## src/rtl/serdesphy_i2c_master.sv

```systemverilog
// Single-byte I2C register write/read initiator for the PHY CSR responder.
// Define SERDESPHY_I2C_STRETCH_EN to honour responder clock stretching on SCL.
module serdesphy_i2c_master #(
    parameter int CLK_DIV = 60,
    parameter int Q_W     = 8
) (
    input  logic       clk_ref_24m,
    input  logic       rst,
    input  logic       cmd_valid,
    output logic       cmd_ready,
    input  logic       cmd_rw,
    input  logic [6:0] cmd_dev_addr,
    input  logic [7:0] cmd_reg_addr,
    input  logic [7:0] cmd_wdata,
    output logic       rsp_valid,
    output logic [7:0] rsp_rdata,
    output logic       rsp_nack,
    output logic       busy,
    output logic       scl_oe,
    input  logic       scl_in,
    output logic       sda_oe,
    input  logic       sda_in
);

    typedef enum logic [3:0] {
        IDLE, START, ADDR_W, ACK_A, REG, ACK_R, WDATA, ACK_D,
        RSTART, ADDR_R, ACK_A2, RDATA, MNACK, STOP, DONE
    } state_t;

    state_t         state_q, state_d;
    logic [Q_W-1:0] div_q, div_d;
    logic [1:0]     phase_q, phase_d;
    logic [2:0]     bit_cnt_q, bit_cnt_d;
    logic [7:0]     tx_q, tx_d, rx_q, rx_d;
    logic           samp_q, samp_d, nack_q, nack_d, rw_q, rw_d;
    logic [6:0]     dev_q, dev_d;
    logic [7:0]     reg_q, reg_d, wdata_q, wdata_d;
    logic [7:0]     rsp_rdata_q, rsp_rdata_d;
    logic           rsp_nack_q, rsp_nack_d;
    logic           active, stall, tick, bit_end, sample;

    assign active = (state_q != IDLE) && (state_q != DONE);

`ifdef SERDESPHY_I2C_STRETCH_EN
    // A responder holding SCL low freezes the high-phase until it lets go.
    assign stall = active && (phase_q == 2'd1) && !scl_in;
`else
    logic unused_scl_in;
    assign unused_scl_in = scl_in;
    assign stall = 1'b0;
`endif

    assign tick    = active && !stall && (div_q == Q_W'(CLK_DIV - 1));
    assign bit_end = tick && (phase_q == 2'd3);
    assign sample  = tick && (phase_q == 2'd2);

    always_ff @(posedge clk_ref_24m or posedge rst) begin
        if (rst) begin
            state_q     <= IDLE;
            div_q       <= '0;
            phase_q     <= 2'd0;
            bit_cnt_q   <= 3'd0;
            tx_q        <= 8'h00;
            rx_q        <= 8'h00;
            samp_q      <= 1'b0;
            nack_q      <= 1'b0;
            rw_q        <= 1'b0;
            dev_q       <= 7'h00;
            reg_q       <= 8'h00;
            wdata_q     <= 8'h00;
            rsp_rdata_q <= 8'h00;
            rsp_nack_q  <= 1'b0;
        end else begin
            state_q     <= state_d;
            div_q       <= div_d;
            phase_q     <= phase_d;
            bit_cnt_q   <= bit_cnt_d;
            tx_q        <= tx_d;
            rx_q        <= rx_d;
            samp_q      <= samp_d;
            nack_q      <= nack_d;
            rw_q        <= rw_d;
            dev_q       <= dev_d;
            reg_q       <= reg_d;
            wdata_q     <= wdata_d;
            rsp_rdata_q <= rsp_rdata_d;
            rsp_nack_q  <= rsp_nack_d;
        end
    end

    always_comb begin
        state_d     = state_q;
        div_d       = div_q;
        phase_d     = phase_q;
        bit_cnt_d   = bit_cnt_q;
        tx_d        = tx_q;
        rx_d        = rx_q;
        samp_d      = samp_q;
        nack_d      = nack_q;
        rw_d        = rw_q;
        dev_d       = dev_q;
        reg_d       = reg_q;
        wdata_d     = wdata_q;
        rsp_rdata_d = rsp_rdata_q;
        rsp_nack_d  = rsp_nack_q;

        if (!active) begin
            div_d   = '0;
            phase_d = 2'd0;
        end else if (tick) begin
            div_d   = '0;
            phase_d = phase_q + 2'd1;
        end else if (!stall) begin
            div_d = div_q + Q_W'(1);
        end

        if (sample) begin
            samp_d = sda_in;
            if (state_q == RDATA) rx_d = {rx_q[6:0], sda_in};
        end

        unique case (state_q)
            IDLE: begin
                if (cmd_valid) begin
                    rw_d    = cmd_rw;
                    dev_d   = cmd_dev_addr;
                    reg_d   = cmd_reg_addr;
                    wdata_d = cmd_wdata;
                    rx_d    = 8'h00;
                    nack_d  = 1'b0;
                    state_d = START;
                end
            end
            START: if (bit_end) begin
                tx_d      = {dev_q, 1'b0};
                bit_cnt_d = 3'd0;
                state_d   = ADDR_W;
            end
            RSTART: if (bit_end) begin
                tx_d      = {dev_q, 1'b1};
                bit_cnt_d = 3'd0;
                state_d   = ADDR_R;
            end
            ADDR_W, REG, WDATA, ADDR_R, RDATA: if (bit_end) begin
                tx_d      = {tx_q[6:0], 1'b0};
                bit_cnt_d = bit_cnt_q + 3'd1;
                if (bit_cnt_q == 3'd7) begin
                    unique case (state_q)
                        ADDR_W:  state_d = ACK_A;
                        REG:     state_d = ACK_R;
                        WDATA:   state_d = ACK_D;
                        ADDR_R:  state_d = ACK_A2;
                        default: state_d = MNACK;
                    endcase
                end
            end
            // Any responder NACK abandons the transfer straight to STOP.
            ACK_A, ACK_R, ACK_D, ACK_A2: if (bit_end) begin
                bit_cnt_d = 3'd0;
                if (samp_q || state_q == ACK_D) begin
                    nack_d  = nack_q | samp_q;
                    state_d = STOP;
                end else if (state_q == ACK_A) begin
                    tx_d    = reg_q;
                    state_d = REG;
                end else if (state_q == ACK_R) begin
                    tx_d    = wdata_q;
                    state_d = rw_q ? RSTART : WDATA;
                end else begin
                    state_d = RDATA;
                end
            end
            MNACK: if (bit_end) state_d = STOP;
            STOP: if (bit_end) begin
                rsp_rdata_d = (nack_q || !rw_q) ? 8'h00 : rx_q;
                rsp_nack_d  = nack_q;
                state_d     = DONE;
            end
            DONE:    state_d = IDLE;
            default: state_d = IDLE;
        endcase
    end

    // Open-drain pin controls: 1 pulls the line low, 0 releases it.
    always_comb begin
        scl_oe = 1'b0;
        sda_oe = 1'b0;
        unique case (state_q)
            START: begin
                sda_oe = phase_q[1];
                scl_oe = (phase_q == 2'd3);
            end
            RSTART: begin
                sda_oe = phase_q[1];
                scl_oe = (phase_q == 2'd0) || (phase_q == 2'd3);
            end
            STOP: begin
                sda_oe = (phase_q != 2'd3);
                scl_oe = (phase_q == 2'd0);
            end
            ADDR_W, REG, WDATA, ADDR_R: begin
                sda_oe = !tx_q[7];
                scl_oe = (phase_q == 2'd0) || (phase_q == 2'd3);
            end
            ACK_A, ACK_R, ACK_D, ACK_A2, RDATA, MNACK: begin
                scl_oe = (phase_q == 2'd0) || (phase_q == 2'd3);
            end
            default: begin
                scl_oe = 1'b0;
                sda_oe = 1'b0;
            end
        endcase
    end

    assign cmd_ready = (state_q == IDLE);
    assign busy      = (state_q != IDLE);
    assign rsp_valid = (state_q == DONE);
    assign rsp_rdata = rsp_rdata_q;
    assign rsp_nack  = rsp_nack_q;

endmodule

```

## config.mk

```make
export PLATFORM = sky130hd
export DESIGN_NAME = serdesphy_i2c_master
export DESIGN_NICKNAME = d
export VERILOG_FILES = /design/src/rtl/serdesphy_i2c_master.sv
export SDC_FILE = /design/constraint.sdc
export NUM_CORES = 1
export LEC_CHECK = 0
export BUFFER_PORTS_ARGS = -buffer_cell sky130_fd_sc_hd__buf_2
export CORE_ASPECT_RATIO = 0.6
export CORE_MARGIN = 4
export CORE_UTILIZATION = 40
export CTS_CLUSTER_DIAMETER = 60
export DETAILED_ROUTE_END_ITERATION = 16
export GPL_ROUTABILITY_DRIVEN = 0
export PLACE_DENSITY = 0.59
export SLEW_MARGIN = 15
export SYNTH_ARGS = -nofsm -noshare
export SYNTH_HDL_FRONTEND = slang
export SYNTH_SLANG_ARGS = --single-unit
```

## constraint.sdc

```tcl
create_clock -name clk_ref_24m -period 5.4 [get_ports clk_ref_24m]
set_clock_uncertainty 0.1 [all_clocks]
set_input_delay 0 -clock clk_ref_24m [delete_from_list [all_inputs] [get_ports clk_ref_24m]]
set_output_delay 0 -clock clk_ref_24m [all_outputs]
set_load 0.02 [all_outputs]
```

==> summary.txt, run 1 <==
Synth Area in Compound Gates = 14.6%
worst-path maximum fanout = 27
GRT Resource Usage Total = 17.5%
total congestion overflow = 0
Yosys reg bits = 68
vias = 2704
die height = 80.4 um
Antenna Nets Post-Route = 0
area growth from synthesis to layout = 22.5%
delay-heaviest family, CP = simple AND/OR/NAND/NOR gates
initial core utilization = 41.0%
Setup Crit Path Kind = reg -> reg
Worst VDD drop = 0.142 mV
chip width = 129 um
Post-Syn Area = 3500 um^2
syn_nets = 374
number of global-route vias before repair = 2700
setup violators final = 0
worst hold path type = in -> reg
H-Tree Depth = 3
status = complete, no violations
Final Max Tran Viols = 0
number of diodes = 0
critical-path cell list = nor4_4 -> and2_1 -> buf_4 -> mux2_2
post-synthesis async set-or-reset flop share = 100%
LEAKAGE = 0.00201 uW
Post-Synth Adder-Cell Area = 2.43%
Final Hold Slack = 0.331 ns
die area = 10400 um^2
Pwr Density = 246 nW/um^2
# IOs = 43
Synth warnings = 0
commonest non-fill, non-tap cell in the layout = dfrtp_1
arrival time at the worst endpoint = 3.17 ns
Starting DRT DRC Count = 243
Pint = 837 uW
synthesized instance count = 339
largest net degree at the start of global routing = 69
Reg2Reg Launch Point = state_q[0]$_DFFE_PP0P_
fmax = 327 MHz
WP buf/inv = 1
root buffer cell = clkbuf_16
setup TNS = 0 ns
Initial DRT Pass Iterations = 5
Slowest-stage cell, CP = and2_1
Routed WL = 8140 um
Slew headroom = 28.1%
xor and xnor area share after synthesis = 1.75%
CP peak stage delay = 0.91 ns
Fillers = 776
sequential share of power = 48.6%
RSZ-0062 raised after global routing = no
residual DRC count = 0
switching part of the total power = 20.6%
Final Hold Vio Count = 0
post_cts resized = 0
EDFF count, synth = 0
worst skew pair latency = 0.33 ns
Core Footprint = 8520 um^2
main flop type after synthesis = dfrtp_1
Crit. End Element = flip-flop
CP Data Required Time = 5.51 ns
Final Core Density = 50.3%
Std-Cell Rows = 26
largest family of logic cells by synthesized area = simple AND/OR/NAND/NOR gates
Clock Path Buffers = 2
ratio of cells with drive above 1 in the final layout = 23.8%
simple-gate share of the synthesized area = 15.6%
period utilization = 56.7%
DR WL/cell = 15.8 um
Worst setup startpoint = state_q[0]$_DFFE_PP0P_
DR vias/cell = 5.24
CTS Buf Count = 9
clock sink total = 68
post-synthesis mux area share = 12.6%
Netlist cell types = 55
fin nets = 435
HPWL after DPL = 5590 um
I/O Buffers = 41
first-pass GRT wire length = 14000 um
Least-Margin Pin Slew = 1.08 ns
CTS tree = yes
initial antenna violation count = 0
Mapped Avg Cell Area = 10.3 um^2
clock power share = 48.0%
sequential area share after synthesis = 48.6%
most frequent cells in the layout = dfrtp_1, buf_2, nor2_1
Psw = 217 uW
area of the multi-input gates = 1650 um^2
Max Cap Viol = 0
CP startpoint kind = flip-flop
FF+latch area = 1700 um^2
critical hold path startpoint = cmd_wdata[1]
share of total power in combinational logic = 3.4%
Worst-path clk slew = 0.05 ns
Tmin final = 3.06 ns
-- kinds of logic (layout without fill, tap and decap cells) --
group	Yosys count	count (layout)
and+or+nand+nor	105	105
AOI/OAI and AO/OA	78	78
DFF	68	68
muxes	40	40
buffers and inverters	34	99
adders and majority gates	7	7
xor gates and xnor gates	7	7
-- per-layer routing --
metal  track usage (%)  wire, um  vias to the layer above
li1                  -         -                     1343
met1              26.8      4410                     1284
met2              22.7      3190                       67
met3              5.25       433                       10
met4              6.18       115                        0
met5                 0         0                        -
-- state kept, by name, summed over array words and instances, names as in the netlist, 4 cells and up --
name       flops
div_q          8
reg_q          8
rsp_rdata      8
rx_q           8
tx_q           8
wdata_q        8
dev_q          7
state_q        4
-- final cells by class --
| class | instances | area share [%] |
|---|---|---|
| multi-input cells | 237 | 38.4 |
| inverters | 13 | 1.14 |
| flip-flops and latches | 68 | 39.7 |
| well taps | 112 | 3.27 |
| clock inverters | 3 | 0.350 |
| clock buffers | 12 | 5.52 |
| repair buffers | 71 | 11.6 |
-- tightest hold or removal path, stage by stage --
cell and delay [ns]:
dlygate4sd3_1 0.51, buf_2 0.09, mux2_2 0.12
-- power by group through the flow --
| stage | Clock, uW | Combinational, uW | Sequential [uW] |
|---|---|---|---|
| 2_1_floorplan | 0 | 10.2 | 520 |
| 3_3_place_gp | 0 | 22.5 | 521 |
| 3_5_place_dp | 0 | 22.8 | 521 |
| 4_1_cts | 522 | 37.1 | 512 |
| 5_1_grt | 543 | 41.3 | 512 |
| 6_report | 506 | 36.1 | 512 |
-- synth_stat cells (all sizes together) (2+ instances only) --
cell	count	area (um^2)
dfrtp	68	1700
nor2	33	124
mux2	31	349
nand2	28	105
o21ai	28	140
buf	15	85.1
a21oi	14	73.8
inv	12	45.0
mux2i	9	90.1
a31oi	7	43.8
a222oi	6	60.1
clkbuf	6	22.5
ha	6	75.1
nand3	6	35.0
nand2b	5	31.3
nor2b	5	31.3
o22ai	5	31.3
and2	4	25.0
and3	4	25.0
and3b	4	35.0
nand4	4	31.3
xor2	4	35.0
a22oi	3	27.5
nand3b	3	22.5
xnor2	3	26.3
a21o	2	15.0
a22o	2	17.5
a32oi	2	17.5
nor3	2	10.0
-- through the flow --
step	total power [uW]	cells	area (um^2)	setup slack [ns]
detailed placement	544	475	3770	2.35
global route	1100	516	4280	2.09
finish	1050	516	4280	2.34
floorplan	530	339	3500	3.16
CTS	1070	516	4280	2.34
global placement	543	475	3770	2.38
-- timing repair --
item | CTS | global route
setup buffers | 0 | 0
endpoints found under the setup margin | 0 | 0
hold endpoints to repair | 94 | 0
hold buffers | 26 | 0
-- final timing paths --
kind	end	slack (ns)	cells after the start
worst min-delay path	wdata_q[1]$_DFFE_PP0P_	0.33	3
worst max register to register	wdata_q[0]$_DFFE_PP0P_	2.34	4
min in group asynchronous	rx_q[4]$_DFF_PP0_	0.36	4
max in group asynchronous	bit_cnt_q[2]$_DFFE_PP0P_	4.24	4
worst max-delay path	wdata_q[0]$_DFFE_PP0P_	2.34	4
worst min register to register	rsp_rdata[0]$_DFFE_PP0P_	0.37	2
No activity file was read; power rests on OpenSTA's default activity.
==> run 2: changes to the inputs <==
--- a/config.mk
+++ b/config.mk
@@ -5,6 +5,7 @@
 export SDC_FILE = /design/constraint.sdc
 export NUM_CORES = 1
 export LEC_CHECK = 0
+export ABC_AREA = 1
 export BUFFER_PORTS_ARGS = -buffer_cell sky130_fd_sc_hd__buf_2
 export CORE_ASPECT_RATIO = 0.6
 export CORE_MARGIN = 4
@@ -12,7 +13,7 @@
 export CTS_CLUSTER_DIAMETER = 60
 export DETAILED_ROUTE_END_ITERATION = 16
 export GPL_ROUTABILITY_DRIVEN = 0
-export PLACE_DENSITY = 0.59
+export PLACE_DENSITY = 0.61
 export SLEW_MARGIN = 15
 export SYNTH_ARGS = -nofsm -noshare
 export SYNTH_HDL_FRONTEND = slang
==> constraint.sdc (replaced) <==
create_clock -name clk_ref_24m -period 2.5 [get_ports clk_ref_24m]
set_clock_uncertainty 0.1 [all_clocks]
set_input_delay 0 -clock clk_ref_24m [delete_from_list [all_inputs] [get_ports clk_ref_24m]]
set_output_delay 0 -clock clk_ref_24m [all_outputs]
set_load 0.02 [all_outputs]
==> run 2 against run 1 <==
Net effect:
- synthesized cell count up 38%
- clock power increased by 150%
- maximum frequency increased by 46%
- first-iteration DRC count shrank 12%
- worst setup slack got worse by 1.9 ns
==> summary.txt, run 2 <==
Routed WL = 8220 um (+0.92%)
Antenna Nets Post-Route = 0 (unchanged)
dominant cells by area after synthesis = dfrtp_1, nand2_1, inv_1
worst-path maximum fanout = 10 (-63%)
status = complete, no violations
count leader, synth = nand2_1
most frequent cells in the layout = nand2_1, dfrtp_1, inv_1
CP startpoint kind = flip-flop
Worst setup startpoint = div_q[0]$_DFF_PP0_
worst hold path type = in -> reg
Slew headroom = 64.2% (+36 points)
residual DRC count = 0 (unchanged)
root buffer cell = clkbuf_16
sequential area share after synthesis = 48.7% (+0.087 points)
Reg2Reg Launch Point = div_q[0]$_DFF_PP0_
die height = 80.4 um (about the same)
area growth from synthesis to layout = 25.5%
Mapped Avg Cell Area = 7.48 um^2 (-28%)
Yosys reg bits = 68 (unchanged)
H-Tree Depth = 3 (unchanged)
Std-Cell Rows = 26 (unchanged)
die area = 10300 um^2 (-0.17%)
first-pass GRT wire length = 14200 um (+1.7%)
GRT busiest layer = met2
fmax = 479 MHz (+46%)
Psw = 1740 uW (+700%)
Netlist cell types = 31 (-44%)
setup violators final = 0 (unchanged)
clock sink total = 68 (unchanged)
# IOs = 43 (unchanged)
Synth warnings = 0 (unchanged)
DR vias/cell = 4.72 (-10%)
CTS Buf Count = 9 (unchanged)
Worst VDD drop = 0.486 mV (+240%)
Clock Path Buffers = 2 (unchanged)
Core Footprint = 8490 um^2 (-0.38%)
Fillers = 844 (+8.8%)
DR WL/cell = 12.5 um (-21%)
EDFF count, synth = 0 (unchanged)
Crit. End Element = flip-flop
Post-synth top cells = nand2_1, dfrtp_1, inv_1
vias = 3099 (+15%)
post-synth top area cell = dfrtp_1
Starting DRT DRC Count = 214 (-12%)
I/O Buffers = 41 (unchanged)
GRT Resource Usage Total = 17.6% (+0.11 points)
Pint = 2740 uW (+230%)
CTS tree = yes
Final Hold Vio Count = 0 (unchanged)
Max Cap Viol = 0 (unchanged)
worst skew pair latency = 0.33 ns (about the same)
RSZ-0062 raised after global routing = no
initial antenna violation count = 0 (unchanged)
post-synth top area share = 48.7% (+0.087 points)
fin worst setup slack = 0.412 ns (-1.93 ns)
number of global-route vias before repair = 3024 (+12%)
Post-Syn Area = 3490 um^2 (-0.18%)
chip width = 129 um (about the same)
CP Data Required Time = 2.67 ns (-2.84 ns)
Setup Crit Path Kind = reg -> reg
main flop type after synthesis = dfrtp_1
Final Max Tran Viols = 0 (unchanged)
fin nets = 576 (+32%)
synthesized instance count = 467 (+38%)
Pwr Density = 1020 nW/um^2 (+320%)
HPWL after DPL = 5570 um (-0.29%)
GR Util met3 = 5.38% (+0.13 points)
share of total power in combinational logic = 37.4% (+34 points)
ratio of cells with drive above 1 in the final layout = 15.2% (-8.5 points)
setup TNS = 0 ns (unchanged)
pre-CTS setup slack = 0.431 ns (-1.92 ns)
total congestion overflow = 0 (unchanged)
number of diodes = 0 (unchanged)
commonest non-fill, non-tap cell in the layout = nand2_1
GR Util met1 = 23.7% (-3.1 points)
clock power share = 27.7% (-20 points)
Least-Margin Pin Slew = 0.535 ns (-0.542 ns)
initial core utilization = 41.1% (+0.084 points)
arrival time at the worst endpoint = 2.26 ns (-0.91 ns)
GR met2 Demand/Resource = 27.6% (+4.9 points)
largest net degree at the start of global routing = 48 (-30%)
post-synthesis async set-or-reset flop share = 100% (unchanged)
switching part of the total power = 38.7% (+18 points)
critical hold path startpoint = cmd_valid
LEAKAGE = 0.00238 uW (+18%)
syn_nets = 502 (+34%)
Initial DRT Pass Iterations = 4 (-1)
Tmin final = 2.09 ns (-0.971 ns)
sequential share of power = 35.0% (-14 points)
period utilization = 83.5% (+27 points)
post_cts resized = 0 (unchanged)
Worst-path clk slew = 0.05 ns (about the same)
==> run 2: cell types whose count changed after synthesis, sizes merged, moves of 8 or more <==
cell / before / now
nand2: 28 / 197
a21oi: 14 / 3
mux2: 31 / 0
nor2: 33 / 53
o211ai: 0 / 8
inv: 12 / 53
nand3: 6 / 22
mux2i: 9 / 0
==> run 2: layout make-up <==
class	instances	area (um^2)	area share, %
flip-flops and latches	68	1700	38.8
multi-input cells	334	1520	34.7
inverters	53	199	4.54
clock buffers	13	250	5.71
clock inverters	2	35.0	0.799
repair buffers	75	538	12.3
well taps	112	140	3.20
==> run 2: path summary, 6_finish.rpt <==
path,to,slack [ns],cells after the start
max in group asynchronous,tx_q[3]$_DFFE_PP0P_,1.54,4
setup reg to reg,tx_q[3]$_DFFE_PP0P_,0.41,11
hold reg to reg,rsp_rdata[6]$_DFFE_PP0P_,0.38,2
setup / recovery,tx_q[3]$_DFFE_PP0P_,0.41,11
min in group asynchronous,div_q[5]$_DFF_PP0_,0.14,3
hold / removal,state_q[2]$_DFFE_PP0P_,0.08,5
==> run 2: per-stage QoR <==
step	utilization [%]	hold WS [ns]	power (uW)	cell area, um^2	cells
after floorplan	-	0.00962	2770	3490	467
after global placement	45.2	-0.0529	3180	3840	616
after detailed placement	45.2	-0.0431	3220	3840	616
after CTS	51.6	0.0903	4510	4380	657
after global routing	51.6	0.119	4860	4380	657
final	51.6	0.0849	4480	4380	657
==> run 2: power by group through the flow <==
stage / sequential, uW / clock [uW] / combinational (uW)
CTS: 1560 / 1260 / 1690
floorplan: 1490 / 0 / 1280
detailed placement: 1570 / 0 / 1650
finish: 1570 / 1240 / 1670
global route: 1590 / 1320 / 1940
global placement: 1560 / 0 / 1620
==> run 2: cell families (layout without fill, tap and decap cells) <==
family / count (synthesis) / in the layout / share of synthesized area [%]
and+or+nand+nor: 282 / 282 / 33.2
DFF: 68 / 68 / 48.7
buffers and inverters: 65 / 143 / 7.74
xor gates and xnor gates: 3 / 3 / 0.753
AOI/OAI and AO/OA: 43 / 43 / 7.42
adders and majority gates: 6 / 6 / 2.15
==> run 2: metal layers <==
metal  vias up  wire [um]
met4         0         36
met5         -          0
li1       1603          -
met3         5        456
met1      1425       3990
met2        66       3730
==> run 2: repair_timing <==
action,CTS,global route
setup buffers,0,0
endpoints found under the hold margin,47,0
hold buffers,26,0
==> run 2: critical path: stages, from the launching register on <==
cell and delay [ns]:
dfrtp_1 0.40, ha_1 0.23, inv_1 0.05, nor2_1 0.11, nand2_1 0.06, nor2_1 0.24, nand3_2 0.16, nor2_2 0.18
nand2_2 0.19, inv_2 0.17, nand2_1 0.07, nand2_1 0.06
